===== src/rtl/sdram_arbiter.sv =====
// Three-port round-robin arbiter in front of a single SDRAM controller command port.
// Read tags are queued in issue order so in-order read returns are routed back to the requester.
module sdram_arbiter #(
  parameter int ADDR_WIDTH = 24,
  parameter int DATA_WIDTH = 32,
  parameter int TAG_DEPTH  = 4
) (
  input  logic                    clk,
  input  logic                    reset_i,
  input  logic [2:0]              req_valid_i,
  output logic [2:0]              req_ready_o,
  input  logic [2:0]              req_we_i,
  input  logic [3*ADDR_WIDTH-1:0] req_addr_i,
  input  logic [3*DATA_WIDTH-1:0] req_wdata_i,
  output logic [2:0]              rsp_valid_o,
  output logic [DATA_WIDTH-1:0]   rsp_rdata_o,
  output logic                    ctrl_valid_o,
  input  logic                    ctrl_ready_i,
  output logic                    ctrl_we_o,
  output logic [ADDR_WIDTH-1:0]   ctrl_addr_o,
  output logic [DATA_WIDTH-1:0]   ctrl_wdata_o,
  input  logic                    ctrl_rvalid_i,
  input  logic [DATA_WIDTH-1:0]   ctrl_rdata_i,
  output logic                    error_o
);

  localparam int PTR_W = $clog2(TAG_DEPTH);
  localparam int CNT_W = PTR_W + 1;

  typedef enum logic {IDLE, ISSUE} state_e;

  state_e                  state_q, state_d;
  logic [1:0]              last_grant_q, last_grant_d;
  logic                    ctrl_we_q, ctrl_we_d;
  logic [ADDR_WIDTH-1:0]   ctrl_addr_q, ctrl_addr_d;
  logic [DATA_WIDTH-1:0]   ctrl_wdata_q, ctrl_wdata_d;

  logic [1:0]              tag_mem_q [TAG_DEPTH];
  logic [PTR_W-1:0]        wr_ptr_q, wr_ptr_d;
  logic [PTR_W-1:0]        rd_ptr_q, rd_ptr_d;
  logic [CNT_W-1:0]        count_q, count_d;

  logic [2:0]              rsp_valid_q, rsp_valid_d;
  logic [DATA_WIDTH-1:0]   rsp_rdata_q, rsp_rdata_d;
  logic                    error_q, error_d;

  logic                    tag_full, tag_empty;
  logic [2:0]              eligible;
  logic [1:0]              c0, c1, c2;
  logic                    grant_vld;
  logic [1:0]              grant_idx;
  logic [2:0]              grant_oh;
  logic                    push, pop;

  assign tag_full  = (count_q == CNT_W'(TAG_DEPTH));
  assign tag_empty = (count_q == '0);
  // Writes never occupy a tag, so they stay eligible while the tag queue is full.
  assign eligible  = req_valid_i & (req_we_i | {3{~tag_full}});

  always_comb begin
    c0 = 2'd0;
    c1 = 2'd1;
    c2 = 2'd2;
    case (last_grant_q)
      2'd0:    begin c0 = 2'd1; c1 = 2'd2; c2 = 2'd0; end
      2'd1:    begin c0 = 2'd2; c1 = 2'd0; c2 = 2'd1; end
      default: begin c0 = 2'd0; c1 = 2'd1; c2 = 2'd2; end
    endcase
  end

  always_comb begin
    state_d      = state_q;
    last_grant_d = last_grant_q;
    ctrl_we_d    = ctrl_we_q;
    ctrl_addr_d  = ctrl_addr_q;
    ctrl_wdata_d = ctrl_wdata_q;
    grant_vld    = 1'b0;
    grant_idx    = 2'd0;
    grant_oh     = 3'b000;
    case (state_q)
      IDLE: begin
        if (eligible[c0]) begin
          grant_vld = 1'b1;
          grant_idx = c0;
        end else if (eligible[c1]) begin
          grant_vld = 1'b1;
          grant_idx = c1;
        end else if (eligible[c2]) begin
          grant_vld = 1'b1;
          grant_idx = c2;
        end
        if (grant_vld) begin
          grant_oh     = 3'b001 << grant_idx;
          state_d      = ISSUE;
          last_grant_d = grant_idx;
          ctrl_we_d    = req_we_i[grant_idx];
          for (int n = 0; n < 3; n++) begin
            if (grant_oh[n]) begin
              ctrl_addr_d  = req_addr_i[n*ADDR_WIDTH +: ADDR_WIDTH];
              ctrl_wdata_d = req_wdata_i[n*DATA_WIDTH +: DATA_WIDTH];
            end
          end
        end
      end
      ISSUE: begin
        if (ctrl_ready_i) state_d = IDLE;
      end
      default: state_d = IDLE;
    endcase
  end

  assign push = grant_vld & ~req_we_i[grant_idx];
  assign pop  = ctrl_rvalid_i & ~tag_empty;

  always_comb begin
    wr_ptr_d    = push ? wr_ptr_q + PTR_W'(1) : wr_ptr_q;
    rd_ptr_d    = pop  ? rd_ptr_q + PTR_W'(1) : rd_ptr_q;
    count_d     = count_q;
    case ({push, pop})
      2'b10:   count_d = count_q + CNT_W'(1);
      2'b01:   count_d = count_q - CNT_W'(1);
      default: count_d = count_q;
    endcase
    rsp_valid_d = pop ? (3'b001 << tag_mem_q[rd_ptr_q]) : 3'b000;
    rsp_rdata_d = pop ? ctrl_rdata_i : rsp_rdata_q;
    error_d     = error_q | (ctrl_rvalid_i & tag_empty);
  end

  always_ff @(posedge clk) begin
    if (reset_i) begin
      state_q      <= IDLE;
      last_grant_q <= 2'd2;
      ctrl_we_q    <= 1'b0;
      ctrl_addr_q  <= '0;
      ctrl_wdata_q <= '0;
      wr_ptr_q     <= '0;
      rd_ptr_q     <= '0;
      count_q      <= '0;
      rsp_valid_q  <= 3'b000;
      rsp_rdata_q  <= '0;
      error_q      <= 1'b0;
    end else begin
      state_q      <= state_d;
      last_grant_q <= last_grant_d;
      ctrl_we_q    <= ctrl_we_d;
      ctrl_addr_q  <= ctrl_addr_d;
      ctrl_wdata_q <= ctrl_wdata_d;
      wr_ptr_q     <= wr_ptr_d;
      rd_ptr_q     <= rd_ptr_d;
      count_q      <= count_d;
      rsp_valid_q  <= rsp_valid_d;
      rsp_rdata_q  <= rsp_rdata_d;
      error_q      <= error_d;
    end
  end

  always_ff @(posedge clk) begin
    if (push) tag_mem_q[wr_ptr_q] <= grant_idx;
  end

  assign req_ready_o  = reset_i ? 3'b000 : grant_oh;
  assign ctrl_valid_o = (state_q == ISSUE);
  assign ctrl_we_o    = ctrl_we_q;
  assign ctrl_addr_o  = ctrl_addr_q;
  assign ctrl_wdata_o = ctrl_wdata_q;
  assign rsp_valid_o  = rsp_valid_q;
  assign rsp_rdata_o  = rsp_rdata_q;
  assign error_o      = error_q;

endmodule


===== config.mk =====
export PLATFORM = sky130hd
export DESIGN_NAME = sdram_arbiter
export DESIGN_NICKNAME = d
export VERILOG_FILES = /design/src/rtl/sdram_arbiter.sv
export SDC_FILE = /design/constraint.sdc
export NUM_CORES = 1
export LEC_CHECK = 0
export BUFFER_PORTS_ARGS = -buffer_cell sky130_fd_sc_hd__buf_2
export CORE_AREA = 4 4 116 118
export DETAILED_ROUTE_END_ITERATION = 8
export DIE_AREA = 0 0 120 122
export PLACE_DENSITY_LB_ADDON = 0.12
export SYNTH_ARGS = -nofsm -noshare
export SYNTH_HDL_FRONTEND = slang
export SYNTH_SLANG_ARGS = --single-unit

===== constraint.sdc =====
create_clock -name clk -period 3.1 [get_ports clk]
set_input_delay 0.31 -clock clk [delete_from_list [all_inputs] [get_ports clk]]
set_output_delay 0.31 -clock clk [all_outputs]
set_load 0.005 [all_outputs]

==> summary.md <==
| Metric | Value |
|---|---|
| Status | `finished clean` |
| Peak VDD IR | `386.6 uV` |
| Share of post-route cells with drive strength above 1 | `0.4657` |
| WL/cell | `16.36 um` |
| Final Setup Violations | `0` |
| Sequential share of power | `0.370` |
| Tmin final | `2.913 ns` |
| Area delta synth->final | `45.35%` |
| Top cells by count, synth | `dfxtp_1, nand2_1, mux2i_1` |
| Share of the synthesized area in the top cell type | `0.4219` |
| Worst min-delay path class | `in -> reg` |
| Reg2Reg Capture Point | `count_q[2]$_SDFFE_PP0P_` |
| CTS tree | `built` |
| Fin area | `0.007242 sq mm` |
| Remaining DRCs | `0` |
| Crit Path Class | `reg -> reg` |
| Cell Area, Synth | `0.004982 sq mm` |
| Initial Utilization | `0.3997` |
| Critical Path Stages | `11` |
| Int Power | `3.654 mW` |
| Placed insts | `956` |
| CTS max path bufs | `2` |
| Synth area leader | `dfxtp_1` |
| Final GP Congestion | `0.9535` |
| Max Slew Vio Count | `0` |
| H-tree levels | `4` |
| Syn. warnings | `0` |
| Nets | `1019` |
| Critical Path Start | `count_q[0]$_SDFFE_PP0P_` |
| Cells along the critical path | `or4b_4, a22oi_1, o211ai_1, and4_1, inv_1, ha_1, inv_1, fa_1, xor2_1, or3_1, a21oi_1` |
| Crit path max fanout | `8` |
| Core area | `0.01247 sq mm` |
| Pwr per Cell Area | `721.6 mW/mm^2` |
| Final hold slack | `0.1463 ns` |
| Post-Syn Nets | `724` |
| Post-route setup TNS | `0 ns` |
| Startpoint Class | `flip-flop` |
| # rows | `41` |
| Crit path required time | `3.42 ns` |
| Rel. slew slack | `0.6654` |
| Global-route wire length before repair | `24860 um` |
| Post-detail-place hpwl | `12350 um` |
| CP top delay family | `simple AND/OR/NAND/NOR gates` |
| Worst path max stage delay | `0.60 ns` |
| Routed vias | `4883` |
| Period utilization | `0.9396` |
| Yosys reg bits | `113` |
| NetSw | `1.572 mW` |
| Crit path DAT | `3.23 ns` |
| Top_reg_cell synth | `dfxtp_1` |
| Sw Share | `0.3009` |
| Root Buffer | `clkbuf_16` |
| Worst Setup EP | `count_q[2]$_SDFFE_PP0P_` |
| Unrepaired setup endpoints after global routing | `no` |
| Final worst slack | `0.1873 ns` |
| CP max stage cell | `or4b_4` |
| Routed Antenna Nets | `0` |
| Final hold vios | `0` |
| Die area | `0.01464 sq mm` |
| Max-cap violations | `0` |
| Slew @ Worst Pin | `0.5018 ns` |
| Port bufs | `306` |
| Most used cell, CP | `inv_1` |
| Crit end category | `flip-flop` |
| Cts bufs inserted | `17` |
| Top post-synthesis cells by area | `dfxtp_1, mux2i_1, a22oi_1, nand2_1, a22oi_2` |
| Starting DRT DRC Count | `273` |
| Clk Latency, worst-skew pair | `0.40 ns` |
| IO Count | `307` |
| Post-placement cell area | `0.006625 sq mm` |
| Buf+Inv Stages, Crit Path | `2` |
| Vias in the first global route | `5006` |
| CTS clk-pin slew, worst paths | `0.05 ns` |
| Final Non-Filler Cells | `988` |
| 1st-pass router iterations | `4` |
| Ant. Diodes | `0` |
| Total Wirelength | `16160 um` |
| Reg-to-Reg Start | `count_q[0]$_SDFFE_PP0P_` |
| Overflow after GRT | `0` |
| Die X | `120 um` |
| Largest net degree at the start of global routing | `57` |
| Worst reg2reg path depth | `11` |
| GRT Overall Usage | `0.2125` |
| Logic pwr share | `0.257` |
| Asr flop ratio synth | `0` |
| Clock group share of total power | `0.374` |
| Clk sinks | `113` |
| Via-to-Cell Ratio | `4.942` |
| Yosys cell types | `45` |
| Most frequent cell after synthesis | `dfxtp_1` |
| Max Fclk | `0.3433 GHz` |
| Clock Skew | `0.01366 ns` |
| Seq/Total Area, Yosys | `0.4701` |
| Initial antenna violation count | `0` |
| Worst R2R Setup Slack | `0.19 ns` |
| Number of synthesized flops with an enable pin | `8` |
| Pre-CTS WS | `0.07820 ns` |
| Die Ht | `122 um` |
| Leakage | `3.532 nW` |
| Synthesized instance count | `508` |
| Syn Area/Cell | `9.808 sq um` |
## metal layers
metal / GRT usage / vias up / part of all wire
met5: 0 / - / 0
met4: 0.06657 / 0 / 0.017
met2: 0.3730 / 210 / 0.52
met3: 0.06778 / 22 / 0.083
met1: 0.2473 / 2227 / 0.38
li1: - / 2424 / -
## layout make-up
cell class,count,area [sq um]
Sequential cell,113,2342
Multi-Input combinational cell,345,2382
Clock inverter,12,130.1
Fill cell,1140,5224
Timing Repair Buffer,316,1657
Clock buffer,20,478.0
Tap cell,172,215.2
Inverter,10,37.54
## power by group through the flow
stage               registers, mW  logic, mW  clock network [mW]
floorplan                    1.95      0.772                   0
global placement             1.94       1.32                   0
detailed placement           1.96       1.35                   0
CTS                          1.93       1.36                1.99
global route                 1.97       1.50                2.08
finish                       1.93       1.34                1.95
## cells by family (layout without fill, tap and decap cells)
group	after synthesis	after routing	synth area share
XOR/XNOR	4	4	0.007033
multiplexers	60	60	0.1266
AO/OA/AOI/OAI	167	167	0.2255
flip-flops	113	113	0.4701
adder cells (fa/ha/maj)	6	6	0.01657
buffers and inverters	50	358	0.05600
AND/OR/NAND/NOR	108	108	0.09819
## stage by stage
stage | util | total power [mW]
4_1_cts | 0.5802 | 5.280
3_5_place_dp | 0.5315 | 3.308
6_report | 0.5810 | 5.226
2_1_floorplan | - | 2.727
3_3_place_gp | 0.5315 | 3.269
5_1_grt | 0.5810 | 5.542
## worst min path at each step
stage | startpoint | to | slack [ns] | cells after the start
2_1_floorplan | reset_i | last_grant_q[1]$_SDFFE_PP1P_ | 0.43 | 2
3_3_place_gp | rsp_rdata_o[16]$_SDFFE_PP0P_ | rsp_rdata_o[16]$_SDFFE_PP0P_ | 0.44 | 2
3_5_place_dp | rsp_rdata_o[16]$_SDFFE_PP0P_ | rsp_rdata_o[16]$_SDFFE_PP0P_ | 0.44 | 2
4_1_cts | req_wdata_i[88] | ctrl_wdata_o[24]$_SDFFE_PP0P_ | 0.13 | 3
5_1_grt | ctrl_rdata_i[1] | rsp_rdata_o[1]$_SDFFE_PP0P_ | 0.14 | 3
6_report | req_wdata_i[66] | ctrl_wdata_o[2]$_SDFFE_PP0P_ | 0.15 | 3
## worst reg2reg max path: stages (launching register included)
cell	delay, ns
dfxtp_1	0.38
or4b_4	0.60
a22oi_1	0.25
o211ai_1	0.13
and4_1	0.18
inv_1	0.06
ha_1	0.18
inv_1	0.07
fa_1	0.37
xor2_1	0.16
or3_1	0.32
a21oi_1	0.14
## what timing repair did
| action | in CTS | in global routing |
|---|---|---|
| hold buffers | 0 | 0 |
| gates resized for setup | 0 | 2 |
| setup buffers | 0 | 0 |
| endpoints found under the setup margin | 0 | 1 |
| hold endpoints to repair | 0 | 0 |
## placed cells by master (no fill, tap or decap), types with 4 or more instances in the layout
cell / n
inv_1: 9
o21ai_0: 18
a21oi_1: 38
nor2_1: 14
buf_4: 6
clkbuf_16: 18
buf_12: 4
clkinv_2: 4
a22oi_1: 38
and2_1: 4
edfxtp_1: 8
a22oi_2: 21
buf_2: 306
dfxtp_1: 105
o21ai_1: 40
ha_1: 5
nand2_1: 70
mux2i_1: 57
## sequential cells by signal (all words and copies together) (netlist names), named ones only
signal	count
count_q	3
ctrl_addr_o	24
ctrl_valid_o	1
ctrl_wdata_o	32
ctrl_we_o	1
error_o	1
last_grant_q	2
rd_ptr_q	2
rsp_rdata_o	32
rsp_valid_o	3
tag_mem_q	8
wr_ptr_q	2
Note: power is estimated with default switching activity, not from simulation.
